==> src/rtl/xidoo_pkg.sv <==
// Shared constants and enums for the memory arbiter slice.
// Imported by the arbiter top.
package xidoo_pkg;

  localparam int ADDR_W = 5;
  localparam int DATA_W = 8;

  typedef enum logic [1:0] {
    NORMAL    = 2'd0,
    LOCK_PEND = 2'd1,
    LOCKED    = 2'd2
  } lock_state_t;

  typedef enum logic {
    OWN_CPU  = 1'b0,
    OWN_HOST = 1'b1
  } owner_t;

endpackage

==> src/rtl/mem_arbiter.sv <==
// Single-port memory arbiter between the CPU core and the host port,
// with starvation guard, read-data steering and a host lock handshake.
module mem_arbiter
  import xidoo_pkg::*;
#(
  parameter int ADDR_W        = xidoo_pkg::ADDR_W,
  parameter int DATA_W        = xidoo_pkg::DATA_W,
  parameter int HOST_MAX_WAIT = 4
) (
  input  logic              clock,
  input  logic              reset,
  input  logic              cpu_req,
  input  logic              cpu_we,
  input  logic [ADDR_W-1:0] cpu_addr,
  input  logic [DATA_W-1:0] cpu_wdata,
  output logic              cpu_gnt,
  output logic              cpu_rvalid,
  output logic [DATA_W-1:0] cpu_rdata,
  input  logic              host_req,
  input  logic              host_we,
  input  logic [ADDR_W-1:0] host_addr,
  input  logic [DATA_W-1:0] host_wdata,
  output logic              host_gnt,
  output logic              host_rvalid,
  output logic [DATA_W-1:0] host_rdata,
  input  logic              host_lock_req,
  output logic              host_lock_ack,
  output logic              cpu_hold,
  output logic              mem_en,
  output logic              mem_we,
  output logic [ADDR_W-1:0] mem_addr,
  output logic [DATA_W-1:0] mem_wdata,
  input  logic [DATA_W-1:0] mem_rdata
);

  localparam logic [3:0] MAXW = 4'(HOST_MAX_WAIT);

  lock_state_t       state_q, state_d;
  logic              hold_q, ack_q;
  logic [3:0]        wait_q, wait_d;
  logic              rd_valid_q;
  owner_t            rd_owner_q;
  logic [DATA_W-1:0] cpu_rdata_q, host_rdata_q;
  logic              cpu_win, host_win;
  logic              wait_hit;

  assign wait_hit = (wait_q >= MAXW);

  // Pick at most one winner this cycle; nothing is granted in reset.
  always_comb begin
    cpu_win  = 1'b0;
    host_win = 1'b0;
    if (!reset) begin
      unique case (state_q)
        NORMAL: begin
          if (host_req && (!cpu_req || wait_hit))
            host_win = 1'b1;
          else if (cpu_req)
            cpu_win = 1'b1;
        end
        LOCKED:  host_win = host_req;
        default: ;
      endcase
    end
  end

  assign cpu_gnt  = cpu_win;
  assign host_gnt = host_win;
  assign mem_en   = cpu_win | host_win;

  // Steer the winner's command onto the memory port, zero when idle.
  always_comb begin
    mem_we    = 1'b0;
    mem_addr  = '0;
    mem_wdata = '0;
    if (cpu_win) begin
      mem_we    = cpu_we;
      mem_addr  = cpu_addr;
      mem_wdata = cpu_wdata;
    end else if (host_win) begin
      mem_we    = host_we;
      mem_addr  = host_addr;
      mem_wdata = host_wdata;
    end
  end

  // Lock FSM next state.
  always_comb begin
    state_d = state_q;
    unique case (state_q)
      NORMAL:    if (host_lock_req) state_d = LOCK_PEND;
      LOCK_PEND: state_d = host_lock_req ? LOCKED : NORMAL;
      LOCKED:    if (!host_lock_req) state_d = NORMAL;
      default:   state_d = NORMAL;
    endcase
  end

  // Host starvation counter; frozen at zero while locked.
  always_comb begin
    wait_d = wait_q;
    if (state_q == LOCKED || !host_req || host_win)
      wait_d = '0;
    else if (!wait_hit)
      wait_d = wait_q + 4'd1;
  end

  // Lock state with its registered Moore outputs.
  always_ff @(posedge clock or posedge reset) begin
    if (reset) begin
      state_q <= NORMAL;
      hold_q  <= 1'b0;
      ack_q   <= 1'b0;
    end else begin
      state_q <= state_d;
      hold_q  <= (state_d != NORMAL);
      ack_q   <= (state_d == LOCKED);
    end
  end

  assign cpu_hold      = hold_q;
  assign host_lock_ack = ack_q;

  // Wait counter register.
  always_ff @(posedge clock or posedge reset) begin
    if (reset) wait_q <= '0;
    else       wait_q <= wait_d;
  end

  // Track which side owns the read returning next cycle.
  always_ff @(posedge clock or posedge reset) begin
    if (reset) begin
      rd_valid_q <= 1'b0;
      rd_owner_q <= OWN_CPU;
    end else begin
      rd_valid_q <= mem_en & ~mem_we;
      rd_owner_q <= host_win ? OWN_HOST : OWN_CPU;
    end
  end

  assign cpu_rvalid  = rd_valid_q && (rd_owner_q == OWN_CPU);
  assign host_rvalid = rd_valid_q && (rd_owner_q == OWN_HOST);

  // Hold each side's last returned word between its reads.
  always_ff @(posedge clock or posedge reset) begin
    if (reset) begin
      cpu_rdata_q  <= '0;
      host_rdata_q <= '0;
    end else begin
      if (cpu_rvalid)  cpu_rdata_q  <= mem_rdata;
      if (host_rvalid) host_rdata_q <= mem_rdata;
    end
  end

  assign cpu_rdata  = cpu_rvalid  ? mem_rdata : cpu_rdata_q;
  assign host_rdata = host_rvalid ? mem_rdata : host_rdata_q;

endmodule

==> config.mk <==
export PLATFORM = sky130hd
export DESIGN_NAME = mem_arbiter
export DESIGN_NICKNAME = d
export VERILOG_FILES = /design/src/rtl/xidoo_pkg.sv /design/src/rtl/mem_arbiter.sv
export SDC_FILE = /design/constraint.sdc
export NUM_CORES = 1
export LEC_CHECK = 0
export ABC_AREA = 0
export CAP_MARGIN = 20
export CORE_MARGIN = 4
export CORE_UTILIZATION = 40
export DETAILED_ROUTE_END_ITERATION = 8
export PLACE_DENSITY = 0.85
export SLEW_MARGIN = 20
export SYNTH_ARGS = -nofsm -noshare
export SYNTH_HDL_FRONTEND = slang
export SYNTH_SLANG_ARGS = --single-unit
==> constraint.sdc <==
create_clock -name clock -period 2.1 [get_ports clock]
set_input_delay 0.42 -clock clock [delete_from_list [all_inputs] [get_ports clock]]
set_output_delay 0.42 -clock clock [all_outputs]
set_load 0.05 [all_outputs]
After elaboration in Yosys (flattened, before gate mapping). Cells that the tools add are included.

Reduce and logical (&&, ||, !) cells: 10. Add/sub/neg operators: 1. Bitwise gates (word level): 4. Eq/ne operators: 4. Muxes and demuxes: 22. $lt $le $gt $ge: 1.

Operators with widths (count): $mux W8 (4); $mux W5 (2); $mux W1 (9); $mux W4 (2); $mux W2 (3); $pmux W2 S3 (1); $add A4 B1 Y4 const B (1); $eq A2 B2 Y1 const B (2); $ge A4 B3 Y1 const B (1); $logic_and A1 B1 Y1 (3); $logic_or A1 B1 Y1 (3); $eq A2 B1 Y1 const B (1); $logic_not A1 Y1 (2); $logic_not A2 Y1 (1); $ne A2 B1 Y1 const B (1); $not A1 Y1 (2); $pmux W1 S2 (1); $reduce_bool A2 Y1 (1); $and A1 B1 Y1 (1); $or A1 B1 Y1 (1).

Output and inout port bits: 37. Input bits: 41. Flip-flop bits (word level): 26.

Longest topological paths before layout. Gate-level depths: netlist of run 1.

Depth after elaboration: 10. Gate-level depth with buffers: 5.

Worst setup path before layout of run 1. Ideal clock, no wire load.

Path kind: flip-flop to output port. Start point: register wait_q[3]. End point: output mem_addr[0]. Arrival: 1.863 ns. Slack: -0.183 ns. Stages on the path, launching flop included: 6. Data required time: 1.680 ns. Cell sequence: dfrtp_1 or2_1 buf_6 a21o_4 buf_6 o22ai_1.

Word-level cells in the longest chain between the ends: 8.

Ends and longest elaborated chain: start: declaration (RTL line mem_arbiter.sv:40) `logic [3:0] wait_q, wait_d;`; start signal: assignment (RTL line mem_arbiter.sv:126) `else wait_q <= wait_d;`; $ge A4 B3 Y1 (*) (RTL line mem_arbiter.sv:47) `assign wait_hit = (wait_q >= MAXW);`; $logic_or A1 B1 Y1 (*) (RTL line mem_arbiter.sv:56) `if (host_req && (!cpu_req || wait_hit))`; $logic_and A1 B1 Y1 (*) (RTL line mem_arbiter.sv:56); $mux W1 (RTL line mem_arbiter.sv:56); $pmux W1 S2 (RTL line mem_arbiter.sv:54) `unique case (state_q)`; $mux W1 (RTL line mem_arbiter.sv:53) `if (!reset) begin`; $mux W5 (RTL line mem_arbiter.sv:80) `end else if (host_win) begin`; $mux W5 (*) (RTL line mem_arbiter.sv:76) `if (cpu_win) begin`; end: declaration (RTL line mem_arbiter.sv:31) `output logic [ADDR_W-1:0] mem_addr,`.

Mark *: on every way between the ends. The rest lies on a longest branch, timed or not.

Worst setup path in the final report of run 1.
Start point: register wait_q[3]. End point: output mem_wdata[6].

Word-level cells in the longest chain between the ends: 8.

Ends and longest elaborated chain: $ge A4 B3 Y1 (*) (RTL line mem_arbiter.sv:47); $logic_or A1 B1 Y1 (*) (RTL line mem_arbiter.sv:56); $logic_and A1 B1 Y1 (*) (RTL line mem_arbiter.sv:56); $mux W1 (RTL line mem_arbiter.sv:56); $pmux W1 S2 (RTL line mem_arbiter.sv:54); $mux W1 (RTL line mem_arbiter.sv:53); $mux W8 (RTL line mem_arbiter.sv:80); $mux W8 (*) (RTL line mem_arbiter.sv:76); end: declaration (RTL line mem_arbiter.sv:32) `output logic [DATA_W-1:0] mem_wdata,`.

Marks and branches as above.

==> qor.csv, run 1 <==
metric,value,unit
worst_hold_slack,0.4106,ns
min_path_type,input pin to async pin,
rr_worst_depth,4,
ys_ff_latch,26,
status,"finished, violations left",
antenna_found_initial,0,
synth_area,1319,um^2
detail_route.wl_per_cell,20.32,um
cts_tree,done,
synthesis.nets,170,
yosysWarningCount,0,
slowest_stage,dfrtp_1,
cp_cell_sequence,or2_4 -> a21o_2 -> o22ai_2 -> buf_12,
setup_ws,-0.03447,ns
grt_pass1_wl,7.369,mm
slew-limit-headroom,65.52,%
cp-start-kind,register,
leakagePower,1.143,nW
top_layer_used,met4,
yosysSeqAreaShare,49.34,%
post_synth_num_cell_types,28,
path_max_fanout,8,
met2WireLength,2.518,mm
finalMaxSlewViolations,0,
dr.pass1.iters,4,
grt_max_degree,27,
post_dp_cell_area,2411,um^2
overflow,0,
seq_area,653.1,um^2
cp_data_required_time,1.68,ns
rsz0062_at_grt,yes,
vias_per_cell,5.475,
critPathArrivalTime,1.71,ns
initial_utilization,42.50,%
clock_latency,0.30,ns
period_share,101.6,%
grt_use_total,22.26,%
cp_slowest_stage_delay,0.43,ns
final_antenna_net_count,0,
drt-met1-wl,1.911,mm
fill_cells,154,
multiInputGateArea,765.7,um^2
fmax,0.4685,GHz
post-dp-hpwl,3.122,mm
avgSynthCellArea,10.30,um^2
fin_crit,2.134,ns
core_area,3103,um^2
drt-total-wl,5.263,mm
violations,setup timing,
postLayoutCellArea,2696,um^2
rows,20,
hold_viol_final,0,
critical_path_class,register to output port,
vdd_drop_max,0.0003793,V
grt_pass1_vias,1468,
clkTransAtPathRegs,0.13,ns
tightestPinTransition,0.5155,ns
die_w,65.42,um
design.die.area,4280,um^2
htreeDepth,1,
route.met3.wl,664,um
area_growth,104.5,%
post_route_cells_drive_above_1_share,44.65,%
endpoint_kind,output port,
fin_skew,0.005209,ns
path_delay_family,compound AO/OA/AOI/OAI gates,
ios,78,
critPathBufInv,1,
num_vias,1418,
drt_iter0_markers,81,
setup_viol,14,
gp_congestion,0.7029,
clk_path_buf_depth,2,
drc,0,
postSynthCellCount,128,
root_buffer,clkbuf_4,
fin_nets,259,
power.density,844.9,nW/um^2
maxCapViolCount,0,
die_h,65.42,um
hold_buffers,0,
antenna_cells,0,
portBuffers,77,
fin_tns_setup,-0.2640,ns
crit_cells,4,
cts_buffers,3,
final_util,86.90,%
cts_sinks,26,
[cell type report]
class,instances,share of cell area (%)
Clock buffer,3,0.8353
Sequential cell,26,24.22
Multi-Input combinational cell,91,28.40
Inverter,4,0.5568
Tap cell,44,2.042
Timing Repair Buffer,91,43.94
[state kept, by name, summed over array words and instances (netlist names)]
register,count
cpu_hold,1
rd_valid_q,1
wait_q,4
rd_owner_q,1
state_q,2
host_rdata_q,8
host_lock_ack,1
cpu_rdata_q,8
[tightest hold or removal path, cell delays in order]
cell	delay (ns)
dlymetal6s2s_1	0.15
buf_4	0.15
inv_1	0.08
buf_4	0.32
[cell families after synthesis]
family / share of synthesized area [%]
compound gates: 14.42
flops: 49.34
fa+ha+maj: 0.9486
mux: 14.42
buf+inv: 5.407
simple gates: 15.47
[what timing repair did]
item | CTS | global route
pin swaps | 2 | 9
setup buffers | 1 | 3
gates resized for setup | 20 | 12
endpoints found under the setup margin | 16 | 24
gates cloned | 2 | 1
[synthesized netlist by cell type]
cell type | instances | area [um^2]
a211o_2 | 1 | 10.01
a21boi_0 | 3 | 22.52
a21o_4 | 1 | 15.01
a21oi_1 | 3 | 15.01
and3_2 | 1 | 7.510
buf_2 | 3 | 15.01
buf_6 | 3 | 33.78
clkbuf_1 | 2 | 7.510
dfrtp_1 | 26 | 650.6
ha_1 | 1 | 12.51
inv_1 | 4 | 15.01
mux2_2 | 16 | 180.2
mux2i_1 | 1 | 10.01
nand2_1 | 30 | 112.6
nand2b_1 | 3 | 18.77
nand3_1 | 1 | 5.000
nor2_1 | 5 | 18.77
nor2b_1 | 1 | 6.260
nor3b_1 | 1 | 7.510
nor4b_1 | 1 | 8.760
o211ai_1 | 1 | 7.510
o21ai_4 | 1 | 16.27
o21bai_1 | 1 | 7.510
o22ai_1 | 14 | 87.58
o32ai_1 | 1 | 8.760
or2_1 | 1 | 6.260
or2_2 | 1 | 6.260
or3_1 | 1 | 6.260
[per-stage QoR]
step           std cells  worst slack [ns]  power [mW]
2_1_floorplan        128           -0.1835       1.388
3_3_place_gp         249          -0.04181       1.945
3_5_place_dp         249           -0.1048       1.983
4_1_cts              255          0.004437       2.225
5_1_grt              259          -0.09028       2.369
6_report             259          -0.03447       2.278
[power breakdown]
| group | switching, mW | total (mW) | internal, mW |
|---|---|---|---|
| sequential | 0.0429 | 0.659 | 0.616 |
| combinational | 0.801 | 1.42 | 0.618 |
| clock | 0.133 | 0.200 | 0.0668 |
| total | 0.977 | 2.28 | 1.30 |
[path summary, 6_finish.rpt]
check	from	to	slack (ns)
worst max register to register	state_q[0]	wait_q[2]	0.66
worst min-delay path	reset	wait_q[2]	0.41
worst max-delay path	wait_q[3]	mem_wdata[6]	-0.03
worst min register to register	cpu_rdata_q[2]	cpu_rdata_q[2]	0.52
max in group asynchronous	reset	state_q[1]	1.43
min in group clock	cpu_rdata_q[2]	cpu_rdata_q[2]	0.52
[per-layer routing]
layer	GRT usage, %	up-vias
met4	4.404	0
li1	-	623
met3	8.889	18
met2	39.06	106
met1	25.58	671
met5	0	-
[layout by cell type, fill, tap and decap left out]
cell type	n
o22ai_4	7
o21bai_1	1
a21boi_0	3
a211o_2	1
a21o_2	1
nor3b_1	1
mux2_2	16
nor2_1	2
o32ai_1	1
bufbuf_16	1
nand3_1	1
nor2_2	3
nand2b_1	2
o22ai_2	7
dfrtp_2	2
inv_1	4
o211ai_1	1
ha_1	1
nor2b_1	1
clkbuf_16	1
dlygate4sd2_1	1
nand2_1	29
dlymetal6s2s_1	2
o21ai_4	1
nand2b_4	1
a21o_4	1
buf_4	19
and3_2	1
or2_2	1
dfrtp_1	24
clkbuf_4	3
a21oi_1	3
buf_12	28
or3_1	1
nand2_2	1
clkdlybuf4s50_1	39
nor4b_1	1
or2_4	1
mux2i_1	1
Note: power is estimated with default switching activity, not from simulation.
==> run 2, diff against run 1 <==
CELL_PAD_IN_SITES_DETAIL_PLACEMENT = 0   (was unset)
CELL_PAD_IN_SITES_GLOBAL_PLACEMENT = 2   (was unset)
CORE_UTILIZATION = 22   (was 40)
PLACE_DENSITY = unset   (was 0.85)
PLACE_DENSITY_LB_ADDON = 0.1   (was unset)
REMOVE_ABC_BUFFERS = 1   (was unset)
==> run 2 against run 1 <==
Net effect: final area up 1.9%; global-route usage down 10 points; power up 2.0%; first-iteration DRC count down 79%; sequential power down 1%; hold slack better by 0.035 ns; clock power up 35%; largest cell class unchanged; largest power group unchanged; critical path depth up 2; die area up 71%; highest routed layer unchanged; clock skew down 0.0037 ns; combinational power about the same; the flow now finishes without violations.
==> qor.csv, run 2 (synthesis gave the netlist of run 1 again) <==
metric,value,unit,change
status,"complete, no violations",,
crit_start,wait_q[2],,
final_cell_mix,"clkdlybuf4s50_1 (39), nand2_1 (30), buf_12 (26)",,
antenna_found_initial,0,,unchanged
cts_tree,done,,
core_area,5675,um^2,+83%
root_buffer,clkbuf_8,,
maxCapViolCount,0,,unchanged
vias_per_cell,4.448,,-19%
detail_route.wl_per_cell,14.96,um,-26%
clock_latency,0.26,ns,-0.04 ns
post-dp-hpwl,3.056,mm,-2.1%
portBuffers,77,,unchanged
grt_pass1_vias,1423,,-3.1%
finalMaxSlewViolations,0,,unchanged
dr.pass1.iters,3,,-1
fin_crit,2.069,ns,-0.06554 ns
reg2reg_slack,0.73,ns,+0.07 ns
area_growth,108.4,%,
clk_path_buf_depth,2,,unchanged
r2r-start,state_q[0],,
die_w,85.43,um,+31%
slew-limit-headroom,66.97,%,+1.4 points
fin_skew,0.001490,ns,-0.003719 ns
design.die.area,7297,um^2,+71%
period_share,98.52,%,-3.1 points
final_util,48.43,%,-38 points
endpoint_kind,output port,,
cts_sinks,26,,unchanged
clkTransAtPathRegs,0.08,ns,-0.05 ns
drc,0,,unchanged
post_route_cells_drive_above_1_share,43.58,%,-1.1 points
antenna_cells,0,,unchanged
grt_max_degree,27,,unchanged
worst_hold_slack,0.4461,ns,+0.03545 ns
initial_utilization,23.24,%,-19 points
fin_nets,262,,+1.2%
post_dp_cell_area,2451,um^2,+1.7%
path_max_fanout,8,,unchanged
hold_buffers,0,,unchanged
die_h,85.43,um,+31%
drt-total-wl,4.339,mm,-18%
vdd_drop_max,0.0004325,V,+14%
p_total,2.323,mW,+2.0%
cp_data_required_time,1.68,ns,about the same
num_vias,1290,,-9.0%
gp_congestion,0.7349,,+4.6%
grt_use_total,12.21,%,-10 points
setup_viol,0,,-14
power.density,845.0,nW/um^2,about the same
layout_commonest_cell,clkdlybuf4s50_1,,
tightestPinTransition,0.4939,ns,-0.02165 ns
critical_path_class,register to output port,,
fmax,0.4833,GHz,+3.2%
postLayoutCellArea,2749,um^2,+1.9%
rr_worst_depth,4,,unchanged
cts_buffers,3,,unchanged
leakagePower,1.149,nW,+0.52%
grt_pass1_wl,7.196,mm,-2.3%
overflow,0,,unchanged
final_antenna_net_count,0,,unchanged
drt_iter0_markers,17,,-79%
critPathArrivalTime,1.65,ns,-0.06 ns
min_path_type,input pin to async pin,,
top_regs,"cpu_rdata_q: 8 flops, host_rdata_q: 8 flops, wait_q: 4 flops",,
fin_tns_setup,0,ns,+0.2640 ns
fill_cells,512,,+230%
hold_viol_final,0,,unchanged
htreeDepth,1,,unchanged
rows,27,,+35%
ios,78,,unchanged
rsz0062_at_grt,yes,,
cp-start-kind,register,,
## run 2: changes by cell type in the layout (fill, tap and decap cells not counted), moves of 2 or more
| cell | previous run | this run |
|---|---|---|
| buf_6 | 0 | 3 |
| clkbuf_4 | 3 | 0 |
| clkbuf_8 | 0 | 3 |
| nor2_2 | 3 | 0 |
| buf_12 | 28 | 26 |
| buf_4 | 19 | 21 |
| dlygate4sd2_1 | 1 | 3 |
| dlymetal6s2s_1 | 2 | 0 |
| nor2_1 | 2 | 4 |
## run 2: stage by stage
stage | setup slack, ns | instances
5_1_grt | -0.03479 | 290
4_1_cts | -0.006969 | 289
2_1_floorplan | -0.5771 | 120
6_report | 0.03107 | 290
3_5_place_dp | -0.1045 | 279
3_3_place_gp | -0.07213 | 279
## run 2: worst paths after layout
path	to
min in group clock	cpu_rdata_q[3]
worst max-delay path	mem_addr[3]
worst max register to register	wait_q[1]
max in group asynchronous	state_q[0]
worst min-delay path	rd_valid_q
worst min register to register	cpu_rdata_q[3]
## run 2: final cells by class
| cell class | instances | area (um^2) | area share [%] |
|---|---|---|---|
| Clock buffer | 3 | 41.29 | 1.502 |
| Inverter | 4 | 15.01 | 0.5462 |
| Multi-Input combinational cell | 91 | 762.0 | 27.72 |
| Sequential cell | 26 | 651.9 | 23.71 |
| Tap cell | 72 | 90.09 | 3.277 |
| Timing Repair Buffer | 94 | 1189 | 43.24 |
## run 2: worst max-delay path, stage by stage (launching register included)
cell	delay (ns)
dfrtp_1	0.40
or2_4	0.28
o21ai_4	0.18
buf_6	0.13
buf_16	0.14
o22ai_4	0.09
buf_12	0.16
## run 2: routing by layer
metal / vias up / routed length [um] / GRT usage, %
met4: 0 / 41 / 4.317
met1: 609 / 1670 / 13.38
li1: 626 / - / -
met5: - / 0 / 0
met2: 53 / 2218 / 21.75
met3: 2 / 409 / 4.175
## run 2: what timing repair did
item	in CTS	in global routing
setup buffers	4	2
resized for setup	23	10
hold endpoints to repair	0	0
endpoints found under the setup margin	16	15
cloned	3	0
pin swaps	4	10
## run 2: power breakdown
| group | switching, mW | leakage (nW) | internal [mW] |
|---|---|---|---|
| registers | 0.0346 | 0.319 | 0.616 |
| clock network | 0.142 | 0.0216 | 0.128 |
| logic | 0.782 | 0.809 | 0.620 |
